`config.mk`:
```
export PLATFORM = sky130hd
export DESIGN_NAME = pipelined_subtractor_flat
export DESIGN_NICKNAME = d
export VERILOG_FILES = /design/src/rtl/pipelined_subtractor_if.sv /design/src/rtl/pipelined_subtractor.sv /design/src/flat_wrapper.sv
export SDC_FILE = /design/constraint.sdc
export NUM_CORES = 1
export LEC_CHECK = 0
export ABC_AREA = 1
export ABC_CLOCK_PERIOD_IN_PS = 1900
export CORE_MARGIN = 2
export CORE_UTILIZATION = 44
export CTS_CLUSTER_DIAMETER = 150
export CTS_CLUSTER_SIZE = 40
export DETAILED_ROUTE_END_ITERATION = 8
export PLACE_DENSITY = 0.75
export SETUP_SLACK_MARGIN = 0.05
export SLEW_MARGIN = 25
export SYNTH_ARGS = -nofsm -noshare
export SYNTH_HDL_FRONTEND = slang
export SYNTH_SLANG_ARGS = --single-unit
```
`constraint.sdc`:
```
create_clock -name clk -period 1.9 [get_ports clk]
set_clock_uncertainty 0.2 [all_clocks]
set_input_delay 0.285 -clock clk [delete_from_list [all_inputs] [get_ports clk]]
set_output_delay 0.285 -clock clk [all_outputs]
set_load 0.02 [all_outputs]
```
`src/rtl/pipelined_subtractor_if.sv`:
```
// Operand/result handshake bundle for pipelined_subtractor.
// The producer/consumer side uses master; the subtractor uses slave.
interface pipelined_subtractor_if #(
  parameter int unsigned N = 8
);
  logic         in_valid;
  logic         in_ready;
  logic [N-1:0] a;
  logic [N-1:0] b;
  logic [1:0]   mode;
  logic         out_valid;
  logic         out_ready;
  logic [N-1:0] difference;
  logic         borrow;
  logic         overflow;

  modport master (
    output in_valid, a, b, mode, out_ready,
    input  in_ready, out_valid, difference, borrow, overflow
  );

  modport slave (
    input  in_valid, a, b, mode, out_ready,
    output in_ready, out_valid, difference, borrow, overflow
  );
endinterface

```
`src/rtl/pipelined_subtractor.sv`:
```
// Pipelined a - b: one CHUNK-bit slice per stage with a registered borrow
// between stages; the last stage applies wrap/saturate and the flags.
module pipelined_subtractor #(
  parameter int unsigned N     = 8,
  parameter int unsigned CHUNK = 4
) (
  input  logic                  clk,
  input  logic                  rst_n,
  pipelined_subtractor_if.slave bus
);
  localparam int unsigned STAGES = N / CHUNK;

  typedef enum logic [1:0] {
    MODE_WRAP_U = 2'b00,
    MODE_SAT_U  = 2'b01,
    MODE_SAT_S  = 2'b10,
    MODE_WRAP_S = 2'b11
  } mode_e;

  logic [STAGES-1:0]          r_v;
  logic [STAGES-1:0][N-1:0]   r_a;
  logic [STAGES-1:0][N-1:0]   r_b;
  logic [STAGES-1:0][N-1:0]   r_res;
  logic [STAGES-1:0][1:0]     r_mode;
  logic [STAGES-1:0]          r_bor;
  logic                       r_ovf;

  logic [STAGES-1:0]          w_en;
  logic [STAGES-1:0]          w_sv;
  logic [STAGES-1:0]          w_sbin;
  logic [STAGES-1:0]          w_nbor;
  logic [STAGES-1:0][N-1:0]   w_sa;
  logic [STAGES-1:0][N-1:0]   w_sb;
  logic [STAGES-1:0][N-1:0]   w_sres;
  logic [STAGES-1:0][N-1:0]   w_nres;
  logic [STAGES-1:0][1:0]     w_smode;
  logic [STAGES-1:0][CHUNK:0] w_sl;
  logic [N-1:0]               w_raw;
  logic [N-1:0]               w_fin;
  logic                       w_fin_ovf;
  logic                       w_sovf;
  logic                       w_amsb;
  logic                       w_unused;

  // Ready chain walked from the output back: a stage may load when it is
  // empty or everything downstream of it is moving.
  always_comb begin : ready_chain
    logic l_acc;
    l_acc = bus.out_ready;
    w_en  = '0;
    for (int unsigned i = 0; i < STAGES; i++) begin
      l_acc = !r_v[STAGES-1-i] || l_acc;
      w_en[STAGES-1-i] = l_acc;
    end
  end

  always_comb begin : stage_src
    w_sv    = '0;
    w_sa    = '0;
    w_sb    = '0;
    w_smode = '0;
    w_sres  = '0;
    w_sbin  = '0;
    w_sv[0]    = bus.in_valid;
    w_sa[0]    = bus.a;
    w_sb[0]    = bus.b;
    w_smode[0] = bus.mode;
    for (int unsigned k = 1; k < STAGES; k++) begin
      w_sv[k]    = r_v[k-1];
      w_sa[k]    = r_a[k-1];
      w_sb[k]    = r_b[k-1];
      w_smode[k] = r_mode[k-1];
      w_sres[k]  = r_res[k-1];
      w_sbin[k]  = r_bor[k-1];
    end
  end

  always_comb begin : slice_sub
    w_sl   = '0;
    w_nres = w_sres;
    w_nbor = '0;
    for (int unsigned k = 0; k < STAGES; k++) begin
      w_sl[k] = {1'b0, w_sa[k][k*CHUNK +: CHUNK]}
              - {1'b0, w_sb[k][k*CHUNK +: CHUNK]}
              - {{CHUNK{1'b0}}, w_sbin[k]};
      w_nres[k][k*CHUNK +: CHUNK] = w_sl[k][CHUNK-1:0];
      w_nbor[k] = w_sl[k][CHUNK];
    end
  end

  always_comb begin : final_stage
    w_raw     = w_nres[STAGES-1];
    w_amsb    = w_sa[STAGES-1][N-1];
    w_sovf    = (w_amsb != w_sb[STAGES-1][N-1]) && (w_raw[N-1] != w_amsb);
    w_fin_ovf = w_smode[STAGES-1][1] ? w_sovf : w_nbor[STAGES-1];
    w_fin     = w_raw;
    case (mode_e'(w_smode[STAGES-1]))
      MODE_SAT_U: if (w_nbor[STAGES-1]) w_fin = '0;
      MODE_SAT_S: if (w_sovf) w_fin = w_amsb ? {1'b1, {(N-1){1'b0}}}
                                             : {1'b0, {(N-1){1'b1}}};
      default:    w_fin = w_raw;
    endcase
  end

  always_ff @(posedge clk) begin
    if (!rst_n) begin
      r_v    <= '0;
      r_a    <= '0;
      r_b    <= '0;
      r_res  <= '0;
      r_mode <= '0;
      r_bor  <= '0;
      r_ovf  <= 1'b0;
    end else begin
      for (int unsigned k = 0; k < STAGES; k++) begin
        if (w_en[k]) begin
          r_v[k]    <= w_sv[k];
          r_a[k]    <= w_sa[k];
          r_b[k]    <= w_sb[k];
          r_mode[k] <= w_smode[k];
          r_bor[k]  <= w_nbor[k];
          r_res[k]  <= (k == STAGES-1) ? w_fin : w_nres[k];
        end
      end
      if (w_en[STAGES-1]) r_ovf <= w_fin_ovf;
    end
  end

  // Operand slices already consumed and the last stage's copy are dead.
  assign w_unused = ^{r_a, r_b, r_mode, w_sa, w_sb};

  assign bus.in_ready   = rst_n && w_en[0];
  assign bus.out_valid  = r_v[STAGES-1];
  assign bus.difference = r_res[STAGES-1];
  assign bus.borrow     = r_bor[STAGES-1];
  assign bus.overflow   = r_ovf;
endmodule

```
`src/flat_wrapper.sv`:
```
// flat-port wrapper written by rule: the top's interface ports become plain ports
module pipelined_subtractor_flat 
#(
  parameter int unsigned N     = 8,
  parameter int unsigned CHUNK = 4
)
  (clk, rst_n, bus_in_valid, bus_a, bus_b, bus_mode, bus_out_ready, bus_in_ready, bus_out_valid, bus_difference, bus_borrow, bus_overflow);
  pipelined_subtractor_if #(.N(N)) bus_i ();
  input  logic clk;
  input  logic rst_n;
  input wire logic [$bits(bus_i.in_valid)-1:0] bus_in_valid;
  input wire logic [$bits(bus_i.a)-1:0] bus_a;
  input wire logic [$bits(bus_i.b)-1:0] bus_b;
  input wire logic [$bits(bus_i.mode)-1:0] bus_mode;
  input wire logic [$bits(bus_i.out_ready)-1:0] bus_out_ready;
  output wire logic [$bits(bus_i.in_ready)-1:0] bus_in_ready;
  output wire logic [$bits(bus_i.out_valid)-1:0] bus_out_valid;
  output wire logic [$bits(bus_i.difference)-1:0] bus_difference;
  output wire logic [$bits(bus_i.borrow)-1:0] bus_borrow;
  output wire logic [$bits(bus_i.overflow)-1:0] bus_overflow;
  assign bus_i.in_valid = bus_in_valid;
  assign bus_i.a = bus_a;
  assign bus_i.b = bus_b;
  assign bus_i.mode = bus_mode;
  assign bus_i.out_ready = bus_out_ready;
  assign bus_in_ready = bus_i.in_ready;
  assign bus_out_valid = bus_i.out_valid;
  assign bus_difference = bus_i.difference;
  assign bus_borrow = bus_i.borrow;
  assign bus_overflow = bus_i.overflow;
  pipelined_subtractor #(.N(N), .CHUNK(CHUNK)) u_core (.clk(clk), .rst_n(rst_n), .bus(bus_i));
endmodule
```
==> reports/metrics.yaml, run 1 <==
hold_violations: 0
final-setup-viol-count: 10
ff2ff_setup_slack_ns: -0.27
synth.top_cells.by_area: "dfxtp_1, o21ai_0, ha_1, inv_1, a21oi_1"
grt_antenna_before_repair: 0
r2r-end: "u_core.bus.difference[2]"
routed_wire_length_per_instance_um: 11.3
ios: 34
drt_pre_antenna_iters: 4
worst_slack_ns: -0.271
wirelength_mm: 3.07
fmaxAchievable_mhz: 461
grt_pass1_wl_mm: 5.01
cts_tree: "yes"
timing.critical_path.from: "u_core.r_bor[0]"
worst_slew_pin_slew_ns: 0.244
power_density_nw_per_um2: 675
finalCriticalPeriod_ns: 2.17
critPathBufInv: 2
status: "finished with violations"
dr_total_vias: 1313
synthCells: 187
fill_cells: 283
synth_seq_cells: 27
cts.htree.levels: 1
rsz0062_at_grt: "yes"
yosysMostFrequentCell: "inv_1"
die_w_um: 61.5
synth_area_um2: 1460
yosys_warnings: 0
cts.sinks: 27
synth-simple-area-share_pct: 15.3
setup.worst_path.end: "u_core.bus.difference[2]"
core_area_um2: 3100
cts_buffers: 3
finalCritPeriodShare_pct: 114
initial_core_util_pct: 46.9
viasPerCell: 4.83
cp_max_fo: 7
synth_top_family_by_area: "compound AO/OA/AOI/OAI gates"
drive_gt1_share_pct: 28.1
fp.dieH_um: 61.5
grt_max_degree: 27
finalPower_mw: 1.37
min_path_type: "reg2reg"
die_area_um2: 3790
critPathRequiredTime_ns: 1.99
cp_cell_sequence: "inv_2, fa_2, fa_2, inv_2, nand2_2, nand2_2, nand2_2, nand2_2, nand3_4, nand3_4, nand2_1, a21oi_1"
clockBufferDepth: 2
hold_slack_ns: 0.275
crit_family: "adder cells"
cp_num_cells: 12
dpl.cell_count: 265
seq_area_um2: 547
synth-xor-area-share_pct: 1.20
drcViolationCount: 0
netlist_top_cells_count: "inv_1, dfxtp_1, o21ai_0"
synth.distinct_cells: 23
syn_area_per_cell_um2: 7.79
postRouteAntennaNets: 0
reg2reg_depth: 12
slew_headroom_pct: 83.7
synth_ff_type: "dfxtp_1"
synth_edf_count: 0
gp_congestion: 0.739
pre_cts_ws_ns: -0.323
stdcell_count: 272
grtUsageTotal_pct: 17.7
drtIter0Drc: 73
multi_input_area_um2: 821
crit_type: "reg2reg"
syn_nets: 222
place_hpwl_mm: 2.23
failed_checks: "negative setup slack"
startpoint_type: "flip-flop"
muxShareOfSynthArea_pct: 0
synth_seq_area_share_pct: 37.1
synth_fa_ha_area_share_pct: 12.7
irDropWorstVdd_v: 0.000367
synth_compound_area_share_pct: 19.0
critPathArrivalTime_ns: 2.26
grt_pass1_vias: 1185
slew_violations: 0
cp-end-kind: "flip-flop"
critPathMaxStageDelay_ns: 0.39
netlist.area_leader.share_pct: 37.1
area_delta_synth_final_pct: 39.6
leakagePower_nw: 0.902
reg2reg_from: "u_core.r_bor[0]"
path_clk_slew_ns: 0.15
grt.overflow.total: 0
post-synth-top-area-cell: "dfxtp_1"
row_count: 20
crit_slowest_cell: "fa_2"
ctsHoldBuffers: 0
fin_nets: 264
cts_root_buf: "clkbuf_4"
port_buffers: 33
max-cap-violations: 0
diodes: 0
clock_latency_ns: 0.35
async_flop_share_pct: 0
crit_top_cell: "nand2_2"
[metal layers]
layer / global-route usage (%) / part of all wire [%]
met3: 1.89 / 2.4
met2: 30.1 / 50
met5: 0 / 0
met4: 8.21 / 2.0
met1: 22.6 / 46
[worst min-delay path: stages, from the launching register on]
cell and delay [ns]:
dfxtp_1 0.33, inv_1 0.06, a21oi_1 0.06
[per-stage QoR]
| stage | cell area [um^2] | setup TNS [ns] | utilization [%] |
|---|---|---|---|
| 2_1_floorplan | 1510 | -0.646 | - |
| 3_3_place_gp | 1900 | -2.34 | 61.3 |
| 3_5_place_dp | 1900 | -2.62 | 61.3 |
| 4_1_cts | 1970 | -1.87 | 63.5 |
| 5_1_grt | 2030 | -3.32 | 65.5 |
| 6_report | 2030 | -2.42 | 65.5 |
[flip-flops by register name, indices dropped and copies added (netlist names)]
register	count
u_core.r_a	4
u_core.r_bor	2
u_core.r_b	4
u_core.r_v	2
u_core.bus.difference	8
u_core.r_res	4
u_core.r_mode	2
u_core.bus.overflow	1
[power breakdown]
group	internal [mW]	switching, mW
logic	0.229	0.229
clock network	0.0810	0.184
registers	0.620	0.0295
total	0.930	0.443
[layout make-up]
type,count,area share [%]
Multi-Input combinational cell,116,40.4
Sequential cell,27,26.9
Timing Repair Buffer,51,23.0
Inverter,30,5.54
Tap cell,44,2.71
Clock buffer,3,1.11
Clock inverter,1,0.369
[how the worst min path moves through the flow]
stage | start | end | slack [ns] | cells past startpoint
final | u_core.r_a[6] | u_core.r_a[6] | 0.28 | 2
after detailed placement | u_core.r_a[6] | u_core.r_a[6] | 0.25 | 2
after CTS | u_core.r_a[6] | u_core.r_a[6] | 0.27 | 2
after global routing | u_core.r_res[1] | u_core.bus.difference[1] | 0.29 | 2
after global placement | u_core.r_a[6] | u_core.r_a[6] | 0.24 | 2
after floorplan | bus_in_valid | u_core.r_v[0] | 0.21 | 1
[layout by cell type (no fill, tap or decap), drive strengths merged]
| cell | netlist | routed |
|---|---|---|
| o21a | 1 | 1 |
| a211oi | 1 | 1 |
| nand4 | 1 | 1 |
| dlygate4sd2 | 0 | 1 |
| o21ai | 27 | 27 |
| clkdlybuf4s50 | 0 | 30 |
| buf | 11 | 19 |
| dfxtp | 27 | 27 |
| or2 | 1 | 1 |
| xor2 | 2 | 2 |
| clkbuf | 3 | 3 |
| o21bai | 2 | 2 |
| a21oi | 21 | 21 |
| dlymetal6s2s | 0 | 1 |
| inv | 30 | 30 |
| fa | 3 | 3 |
| nand3 | 8 | 8 |
| nor2 | 17 | 17 |
| a31oi | 1 | 1 |
| nand2 | 21 | 21 |
| clkinvlp | 0 | 1 |
| ha | 10 | 10 |
[logic make-up (layout without fill, tap and decap cells)]
kind of cell	count (synthesis)	after routing
AO/OA/AOI/OAI	53	53
XOR/XNOR	2	2
adder cells (fa/ha/maj)	13	13
buffers and inverters	44	85
flip-flops	27	27
AND/OR/NAND/NOR	48	48
[timing repair]
item | 4_1_cts | 5_1_grt
gates resized for setup | 13 | 23
setup buffers | 3 | 1
hold endpoints to repair | 0 | 0
setup endpoints to repair | 11 | 13
pin swaps | 4 | 15
(Power assumes the default switching activity.)
==> inputs of run 2 (changes only) <==
--- a/config.mk
+++ b/config.mk
@@ -9,7 +9,6 @@
 export ABC_CLOCK_PERIOD_IN_PS = 1900
 export CORE_MARGIN = 2
 export CORE_UTILIZATION = 44
-export CTS_CLUSTER_DIAMETER = 150
 export CTS_CLUSTER_SIZE = 40
 export DETAILED_ROUTE_END_ITERATION = 8
 export PLACE_DENSITY = 0.75
==> results of run 2 <==
No change in the layout: final DEF, timing and power equal those of run 1.
